File: src/rtl/regfile_wb_arbiter_if.sv
// Bundle between the decode/writeback pipeline, the long-latency unit,
// and the register file write-port controller.
interface regfile_wb_arbiter_if #(
    parameter int AW = 5,
    parameter int DW = 32
);
    logic          wb_we;
    logic [AW-1:0] wb_rw;
    logic [DW-1:0] wb_wdata;
    logic          lu_valid;
    logic [AW-1:0] lu_rw;
    logic [DW-1:0] lu_wdata;
    logic          lu_ready;
    logic          issue_valid;
    logic [AW-1:0] issue_rw;
    logic [AW-1:0] rs;
    logic [AW-1:0] rt;
    logic          stall;
    logic          rf_we;
    logic [AW-1:0] rf_rw;
    logic [DW-1:0] rf_wdata;
    logic          init_busy;

    modport master (
        output wb_we, wb_rw, wb_wdata,
        output lu_valid, lu_rw, lu_wdata,
        output issue_valid, issue_rw, rs, rt,
        input  lu_ready, stall, init_busy,
        input  rf_we, rf_rw, rf_wdata
    );

    modport slave (
        input  wb_we, wb_rw, wb_wdata,
        input  lu_valid, lu_rw, lu_wdata,
        input  issue_valid, issue_rw, rs, rt,
        output lu_ready, stall, init_busy,
        output rf_we, rf_rw, rf_wdata
    );
endinterface

File: src/rtl/regfile_wb_arbiter.sv
// Register file write-port controller: post-reset clear, writeback vs
// long-latency arbitration through a 2-entry buffer, pending scoreboard.
module regfile_wb_arbiter #(
    parameter int AW = 5,
    parameter int DW = 32
) (
    input logic                 clk,
    input logic                 rst_n,
    regfile_wb_arbiter_if.slave bus
);
    localparam int NREG = 1 << AW;

    typedef enum logic {
        INIT,
        RUN
    } state_t;

    typedef struct packed {
        logic [AW-1:0] rw;
        logic [DW-1:0] data;
    } ent_t;

    state_t          state_q;
    state_t          state_d;
    logic [AW-1:0]   cnt_q;
    ent_t            fifo_q [2];
    logic            wr_ptr_q;
    logic            rd_ptr_q;
    logic [1:0]      count_q;
    logic [NREG-1:0] pending_q;
    logic [NREG-1:0] pending_d;
    logic [NREG-1:0] set_v;
    logic [NREG-1:0] clr_v;
    ent_t            head;
    logic            run;
    logic            wb_hit;
    logic            push;
    logic            pop;
    logic            lu_ready;
    logic            init_busy;

    assign run    = (state_q == RUN);
    assign head   = fifo_q[rd_ptr_q];
    assign wb_hit = run && bus.wb_we && (bus.wb_rw != '0);
    assign pop    = run && !wb_hit && (count_q != 2'd0);
    assign push   = bus.lu_valid && lu_ready;

    always_ff @(posedge clk or negedge rst_n) begin
        if (!rst_n) begin
            state_q <= INIT;
        end else begin
            state_q <= state_d;
        end
    end

    always_comb begin
        state_d = state_q;
        unique case (state_q)
            INIT: if (cnt_q == '1) state_d = RUN;
            RUN:  state_d = RUN;
            default: state_d = INIT;
        endcase
    end

    always_comb begin
        bus.rf_we    = 1'b0;
        bus.rf_rw    = '0;
        bus.rf_wdata = '0;
        init_busy    = 1'b0;
        lu_ready     = 1'b0;
        unique case (state_q)
            INIT: begin
                bus.rf_we = 1'b1;
                bus.rf_rw = cnt_q;
                init_busy = 1'b1;
            end
            RUN: begin
                lu_ready = (count_q != 2'd2);
                unique case (1'b1)
                    wb_hit: begin
                        bus.rf_we    = 1'b1;
                        bus.rf_rw    = bus.wb_rw;
                        bus.rf_wdata = bus.wb_wdata;
                    end
                    pop: begin
                        // A head aimed at r0 still pops, but never writes
                        if (head.rw != '0) begin
                            bus.rf_we    = 1'b1;
                            bus.rf_rw    = head.rw;
                            bus.rf_wdata = head.data;
                        end
                    end
                    default: ;
                endcase
            end
            default: ;
        endcase
    end

    assign bus.lu_ready  = lu_ready;
    assign bus.init_busy = init_busy;

    always_ff @(posedge clk or negedge rst_n) begin
        if (!rst_n) begin
            cnt_q <= '0;
        end else if (state_q == INIT) begin
            cnt_q <= cnt_q + 1'b1;
        end
    end

    always_ff @(posedge clk or negedge rst_n) begin
        if (!rst_n) begin
            fifo_q[0] <= '0;
            fifo_q[1] <= '0;
            wr_ptr_q  <= 1'b0;
            rd_ptr_q  <= 1'b0;
            count_q   <= 2'd0;
        end else begin
            if (push) begin
                fifo_q[wr_ptr_q] <= '{rw: bus.lu_rw, data: bus.lu_wdata};
                wr_ptr_q         <= ~wr_ptr_q;
            end
            if (pop) begin
                rd_ptr_q <= ~rd_ptr_q;
            end
            count_q <= count_q + {1'b0, push} - {1'b0, pop};
        end
    end

    always_comb begin
        set_v = '0;
        clr_v = '0;
        if (run && bus.issue_valid && (bus.issue_rw != '0)) begin
            set_v[bus.issue_rw] = 1'b1;
        end
        if (pop && (head.rw != '0)) begin
            clr_v[head.rw] = 1'b1;
        end
        // A re-issue on the retiring destination keeps it pending
        pending_d = (pending_q & ~clr_v) | set_v;
    end

    always_ff @(posedge clk or negedge rst_n) begin
        if (!rst_n) begin
            pending_q <= '0;
        end else begin
            pending_q <= pending_d;
        end
    end

    assign bus.stall = init_busy
                     | ((bus.rs != '0) && pending_q[bus.rs])
                     | ((bus.rt != '0) && pending_q[bus.rt]);
endmodule

File: src/flat_wrapper.sv
// flat-port wrapper written by rule: the top's interface ports become plain ports
module regfile_wb_arbiter_flat 
#(
    parameter int AW = 5,
    parameter int DW = 32
)
  (clk, rst_n, bus_wb_we, bus_wb_rw, bus_wb_wdata, bus_lu_valid, bus_lu_rw, bus_lu_wdata, bus_issue_valid, bus_issue_rw, bus_rs, bus_rt, bus_lu_ready, bus_stall, bus_init_busy, bus_rf_we, bus_rf_rw, bus_rf_wdata);
  regfile_wb_arbiter_if #(.AW(AW), .DW(DW)) bus_i ();
  input logic clk;
  input logic rst_n;
  input wire logic [$bits(bus_i.wb_we)-1:0] bus_wb_we;
  input wire logic [$bits(bus_i.wb_rw)-1:0] bus_wb_rw;
  input wire logic [$bits(bus_i.wb_wdata)-1:0] bus_wb_wdata;
  input wire logic [$bits(bus_i.lu_valid)-1:0] bus_lu_valid;
  input wire logic [$bits(bus_i.lu_rw)-1:0] bus_lu_rw;
  input wire logic [$bits(bus_i.lu_wdata)-1:0] bus_lu_wdata;
  input wire logic [$bits(bus_i.issue_valid)-1:0] bus_issue_valid;
  input wire logic [$bits(bus_i.issue_rw)-1:0] bus_issue_rw;
  input wire logic [$bits(bus_i.rs)-1:0] bus_rs;
  input wire logic [$bits(bus_i.rt)-1:0] bus_rt;
  output wire logic [$bits(bus_i.lu_ready)-1:0] bus_lu_ready;
  output wire logic [$bits(bus_i.stall)-1:0] bus_stall;
  output wire logic [$bits(bus_i.init_busy)-1:0] bus_init_busy;
  output wire logic [$bits(bus_i.rf_we)-1:0] bus_rf_we;
  output wire logic [$bits(bus_i.rf_rw)-1:0] bus_rf_rw;
  output wire logic [$bits(bus_i.rf_wdata)-1:0] bus_rf_wdata;
  assign bus_i.wb_we = bus_wb_we;
  assign bus_i.wb_rw = bus_wb_rw;
  assign bus_i.wb_wdata = bus_wb_wdata;
  assign bus_i.lu_valid = bus_lu_valid;
  assign bus_i.lu_rw = bus_lu_rw;
  assign bus_i.lu_wdata = bus_lu_wdata;
  assign bus_i.issue_valid = bus_issue_valid;
  assign bus_i.issue_rw = bus_issue_rw;
  assign bus_i.rs = bus_rs;
  assign bus_i.rt = bus_rt;
  assign bus_lu_ready = bus_i.lu_ready;
  assign bus_stall = bus_i.stall;
  assign bus_init_busy = bus_i.init_busy;
  assign bus_rf_we = bus_i.rf_we;
  assign bus_rf_rw = bus_i.rf_rw;
  assign bus_rf_wdata = bus_i.rf_wdata;
  regfile_wb_arbiter #(.AW(AW), .DW(DW)) u_core (.clk(clk), .rst_n(rst_n), .bus(bus_i));
endmodule
File: config.mk
export PLATFORM = sky130hd
export DESIGN_NAME = regfile_wb_arbiter_flat
export DESIGN_NICKNAME = d
export VERILOG_FILES = /design/src/rtl/regfile_wb_arbiter_if.sv /design/src/rtl/regfile_wb_arbiter.sv /design/src/flat_wrapper.sv
export SDC_FILE = /design/constraint.sdc
export NUM_CORES = 1
export LEC_CHECK = 0
export CAP_MARGIN = 10
export CORE_UTILIZATION = 57
export CTS_BUF_LIST = sky130_fd_sc_hd__clkbuf_2
export DETAILED_ROUTE_END_ITERATION = 10
export PLACE_DENSITY = 0.93
export SLEW_MARGIN = 10
export SYNTH_ARGS = -nofsm -noshare
export SYNTH_HDL_FRONTEND = slang
export SYNTH_SLANG_ARGS = --single-unit
File: constraint.sdc
create_clock -name clk -period 3.6 [get_ports clk]
set_input_delay 0.54 -clock clk [delete_from_list [all_inputs] [get_ports clk]]
set_output_delay 0.54 -clock clk [all_outputs]
set_load 0.05 [all_outputs]
# Word-level counts from Yosys, hierarchy flattened
# Cells that the tools add are included.
[word_totals]
reg_bits = 116
latch_bits = 0
mem_bits_rw = 0
rom_bits = 0
inputBits = 94
output_inout_bits = 41
wordCells = 83
mem_count = 0
[classes]
add_sub_neg = 3
mul = 0
div = 0
order_cmp = 9
n_eq_ne = 2
n_shift = 0
n_mux = 29
n_bitwise = 10
n_reduce_logical = 20
[op_table]
columns = ["op", "n"]
rows = [
  ["$mux W37", 4],
  ["$mux W32", 4],
  ["$bwmux W74", 1],
  ["$pmux W32 S2", 1],
  ["$demux W37 S1", 1],
  ["$and A32 B32 Y32", 1],
  ["$not A32 Y32", 1],
  ["$or A32 B32 Y32", 1],
  ["$reduce_bool A5 Y1", 5],
  ["$lt A5 B6 Y1 const B", 4],
  ["$pmux W5 S2", 2],
  ["$logic_and A1 B1 Y1", 13],
  ["$bmux W1 S5", 2],
  ["$demux W1 S5", 2],
  ["$ge A5 B1 Y1 const B", 2],
  ["$mux W1", 8],
  ["$pmux W1 S2", 3],
  ["$add A5 B1 Y5 const B", 1],
  ["$eq A5 B5 Y1 const B", 1],
  ["$mux W5", 1],
  ["$ge A2 B2 Y1 const B", 2],
  ["$not A1 Y2", 2],
  ["$not A1 Y1", 3],
  ["$add A2 B1 Y2", 1],
  ["6 further kinds", 7],
]

# Logic depth before layout (Yosys ltp)
[logic_depth]
ltp_word = 12
mapped_depth = 8
mapped_depth_nobuf = 7

# Worst setup path before layout
# OpenSTA, ideal clock, no wires.
[synth_timing]
kind = "input -> output"
start = "input bus_wb_rw[3]"
end = "output bus_rf_wdata[21]"
t_arrival_ns = 2.720
required_ns = 3.060
path_slack_ns = 0.340
stages = 6
path_buffers = 2
cell_sequence = "or4_1 > o21ai_2 > nand4_1 > buf_4 > buf_6 > o21ai_0"
[synth_between]
elab_chain_len = 7
[synth_lines]
columns = ["item", "line", "rtl"]
rows = [
  ["from (decl)", "flat_wrapper.sv:12", "input wire logic [$bits(bus_i.wb_rw)-1:0] bus_wb_rw;"],
  ["$reduce_bool A5 Y1 *", "regfile_wb_arbiter.sv:44", "assign wb_hit = run && bus.wb_we && (bus.wb_rw != '0);"],
  ["$logic_and A1 B1 Y1 *", "regfile_wb_arbiter.sv:44", ""],
  ["$logic_not A1 Y1", "regfile_wb_arbiter.sv:45", "assign pop = run && !wb_hit && (count_q != 2'd0);"],
  ["$logic_and A1 B1 Y1 (2 in a row)", "regfile_wb_arbiter.sv:45", ""],
  ["$pmux W32 S2 *", "regfile_wb_arbiter.sv:79", "unique case (1'b1)"],
  ["$mux W32 *", "regfile_wb_arbiter.sv:71", "unique case (state_q)"],
  ["to (decl)", "flat_wrapper.sv:26", "output wire logic [$bits(bus_i.rf_wdata)-1:0] bus_rf_wdata;"],
]
# Mark *: on every way between the ends. The rest lies on a longest branch, timed or not.

# Final worst setup path
[layout_timing]
start = "register u_core.rd_ptr_q"
end = "output bus_rf_wdata[17]"
[layout_between]
elab_chain_len = 8
[layout_lines]
columns = ["item", "line", "rtl"]
rows = [
  ["from (decl)", "regfile_wb_arbiter.sv:28", "logic rd_ptr_q;"],
  ["from (signal assigned)", "regfile_wb_arbiter.sv:124", "rd_ptr_q <= ~rd_ptr_q;"],
  ["$not A1 Y2 (implied by the code) *", "regfile_wb_arbiter.sv:43", "assign head = fifo_q[rd_ptr_q];"],
  ["$mux W37 (implied by the code) * (3 in a row)", "regfile_wb_arbiter.sv:43", ""],
  ["$reduce_bool A5 Y1", "regfile_wb_arbiter.sv:87", "if (head.rw != '0) begin"],
  ["$mux W32 *", "regfile_wb_arbiter.sv:87", ""],
  ["$pmux W32 S2 *", "regfile_wb_arbiter.sv:79", ""],
  ["$mux W32 *", "regfile_wb_arbiter.sv:71", ""],
]
# Mark *: on every way between the ends. The rest lies on a longest branch, timed or not. The select of a mux whose other input is x is not followed.

==> results by group <==
Final layout
  – Layout Nets: 759
  – Layout cell share with drive strength beyond 1: ~28%
  – Fillcell total: ~600
  – Fin cells: roughly 800
  – Antenna cell count: 0
  – Commonest non-fill, non-tap cell in the layout: dfrtp_1
  – Most frequent cells in the layout: dfrtp_1 (115), clkdlybuf4s50_1 (94), o21ai_0 (90)
  – Area Growth Syn to Fin: 33.83%

Place
  – DP HPWL: approximately 12 mm
  – Place WS: roughly 0.24 ns
  – Number of port buffers: about 130
  – RD Place Congestion: just over 0.9
  – DP Cell Count: 778

Logic synthesis
  – Mux cell area share after synthesis: approximately 28%
  – Yosys reg bits: approximately 120
  – Register area share after synthesis: 48.09%
  – Synth unique cells: 45
  – Mapped Area: 0.006036 mm^2
  – Synth Area in Compound Gates: 11.05%
  – YS warnings: 0
  – Ys flop type: dfrtp_1
  – Largest family of logic cells by synthesized area: multiplexers
  – Synthesized area per cell: around 11 um^2
  – EDFF count, synth: 0
  – Post-synthesis async set-or-reset flop share: 100.0%
  – Synth Net Count: about 620
  – Post-synthesis simple-gate area fraction: 8.354%
  – Adder-Cell Fraction of Synth Area: less than 1%
  – Synth Instances: about 530
  – Xor and xnor area share after synthesis: less than 1%

Min path
  – Hold path depth: 0
  – Worst hold endpoint: u_core.pending_q[0]
  – Hold path start: u_core.pending_q[0]
  – Hold WC Path Type: reg -> reg

Drt
  – Final WL: 16.21 mm
  – Routed Antenna Nets: 0
  – Met2 WL: 8.374 mm
  – Highest Signal Layer: met4
  – Met3 wire len: approximately 1.4 mm
  – Initial drt markers: 454
  – WL/cell: between 20 and 25 um
  – DRC viols: 0
  – Drt via density: approximately 6
  – Vias: 4998
  – Metal-1 WL: 5.987 mm
  – Detailed-router iteration count before antenna repair: 6

CTS
  – CTS tree: yes
  – Clock Tree Root: clkbuf_2
  – Post-CTS Setup Inserts: 0
  – Worst-Skew Late Latency: between 0.6 and 0.7 ns
  – Max clock buf depth: 2
  – H-tree depth: 4
  – Clock Sinks: about 120
  – Clock Pin Slew Worst Setup and Hold Paths: 0.18 ns
  – CTS buffer count: 17

Run status
  – Status: finished clean

STA
  – Setup TNS Final: 0 ns
  – Fin crit share: between 90 and 100%
  – Final setup margin: about 0.18 ns
  – Max Clock Freq: 0.2924 GHz
  – Endpoints failing setup: 0
  – Max Slew Vio Count: 0
  – RSZ-0062 raised after global routing: false
  – Hold Violations, Final: 0
  – Clock skew: 0.02838 ns
  – Relative max-transition margin: 27.32%
  – Min Tclk post-route: about 3.4 ns
  – Worst Max-Slew Pin Slew: about 1.1 ns

Die
  – Die Height: ~100 um
  – Rows: 37
  – Effective utilization at floorplan: between 50% and 60%
  – Chip width: ~100 um
  – Core footprint: 0.01028 mm^2
  – I/O Pins: between 100 and 150
  – Die area: between 0.01 and 0.015 mm^2

Power
  – Power per cell area: ~800 mW/mm^2
  – Peak VDD IR: between 0.5 and 0.6 mV
  – P_leak: 3.471 nW

Worst setup path
  – Family with the most delay on the worst path: flip-flops
  – R2R Path End: u_core.pending_q[8]
  – CP arrival: 2.88 ns
  – CP Capture Type: output pin
  – FF-to-FF path depth: 6
  – Critical path peak fanout: 23
  – Cell breakdown of the critical path: mux2i_1 -> o221ai_1 -> nand4_1 -> buf_4 -> o21ai_0 -> buf_12
  – Worst EP required: roughly 3 ns
  – Critical-path top delay cell: dfrtp_2
  – Critical R2R Launch: u_core.rd_ptr_q
  – Buffers plus inverters on the worst setup path: 2
  – Setup slack, reg-to-reg: ~1.3 ns
  – Crit start category: register
  – Max stage delay on crit path: between 0.6 and 0.7 ns
  – Critical path class: reg -> out

Global route
  – Largest net degree at the start of global routing: 51
  – Vias in the first global route: between 5000 and 6000
  – First-pass GRT wire length: between 20 and 30 mm
  – Grt total ovfl: 0
  – Total GRT Usage: between 30% and 40%
  – Antenna violations before repair: 0

Run
  – Max-capacitance violation count: 0
==> power by group <==
group / internal [mW] / switching, mW
clock: 0.379 / 0.463
sequential: 1.84 / 0.411
combinational: 1.62 / 1.76
total: 3.83 / 2.63
==> layout make-up <==
type                       count  area, um^2  area share, %
clock inverter                12       138.9          1.719
sequential                   116        2904          35.95
multi-input combinational    378        2962          36.66
inverter                       3       11.26         0.1394
tap                          136       170.2          2.107
clock buffer                  19       95.09          1.177
timing repair buffer         146        1797          22.24
==> registers in the layout, summed over array words and instances, names as in the netlist <==
name and count:
u_core.fifo_q 74, u_core.pending_q 32, u_core.cnt_q 5, u_core.count_q 2, u_core.rd_ptr_q 1, u_core.run 1, u_core.wr_ptr_q 1
==> routing by layer <==
metal | vias up | GRT usage, %
li1 | 2203 | -
met4 | 0 | 13.28
met3 | 52 | 9.295
met2 | 279 | 53.55
met5 | - | 0
met1 | 2464 | 36.44
==> timing repair <==
| item | in CTS | in global routing |
|---|---|---|
| hold buffers | 1 | 0 |
| endpoints found under the setup margin | 0 | 14 |
| endpoints found under the hold margin | 48 | 0 |
| resized for setup | 0 | 1 |
==> worst max path at each step <==
| stage | startpoint | endpoint | cells past startpoint |
|---|---|---|---|
| 6_report | u_core.rd_ptr_q | bus_rf_wdata[17] | 6 |
| 5_1_grt | u_core.rd_ptr_q | bus_rf_wdata[17] | 6 |
| 4_1_cts | u_core.rd_ptr_q | bus_rf_wdata[28] | 6 |
| 3_5_place_dp | bus_wb_we | bus_rf_wdata[10] | 7 |
| 3_3_place_gp | bus_rs[0] | bus_stall | 6 |
| 2_1_floorplan | bus_wb_rw[3] | bus_rf_wdata[21] | 6 |
==> metrics by stage <==
step / instance area (um^2) / total power [mW] / util (%) / hold WS, ns
2_1_floorplan: 6036 / 4.255 / - / 0.2444
3_3_place_gp: 7829 / 5.401 / 76.17 / 0.3764
3_5_place_dp: 7829 / 5.603 / 76.17 / 0.3686
4_1_cts: 8073 / 6.447 / 78.55 / 0.4054
5_1_grt: 8078 / 6.772 / 78.60 / 0.4165
6_report: 8078 / 6.465 / 78.60 / 0.4056
==> cell families (layout without fill, tap and decap cells) <==
family / count (synthesis) / in the layout
mux: 141 / 141
compound gates: 118 / 118
flops: 116 / 116
simple gates: 110 / 110
buf+inv: 33 / 180
xor+xnor: 6 / 6
fa+ha+maj: 3 / 3
==> synthesized netlist by cell type, drive strengths merged, types with 4 or more instances <==
cell / number / share of area, %
a21oi: 4 / 0.33
buf: 24 / 2.4
clkbuf: 6 / 0.37
dfrtp: 116 / 48
mux2: 83 / 15
mux2i: 44 / 7.3
mux4: 14 / 5.2
nand2: 59 / 3.7
nand2b: 5 / 0.52
nand3: 6 / 0.50
nand4: 5 / 0.52
nor2: 16 / 1.0
nor3b: 4 / 0.50
o21ai: 94 / 7.9
o31ai: 6 / 0.75
xnor2: 5 / 0.73
Power figures use the tool's default switching activity.
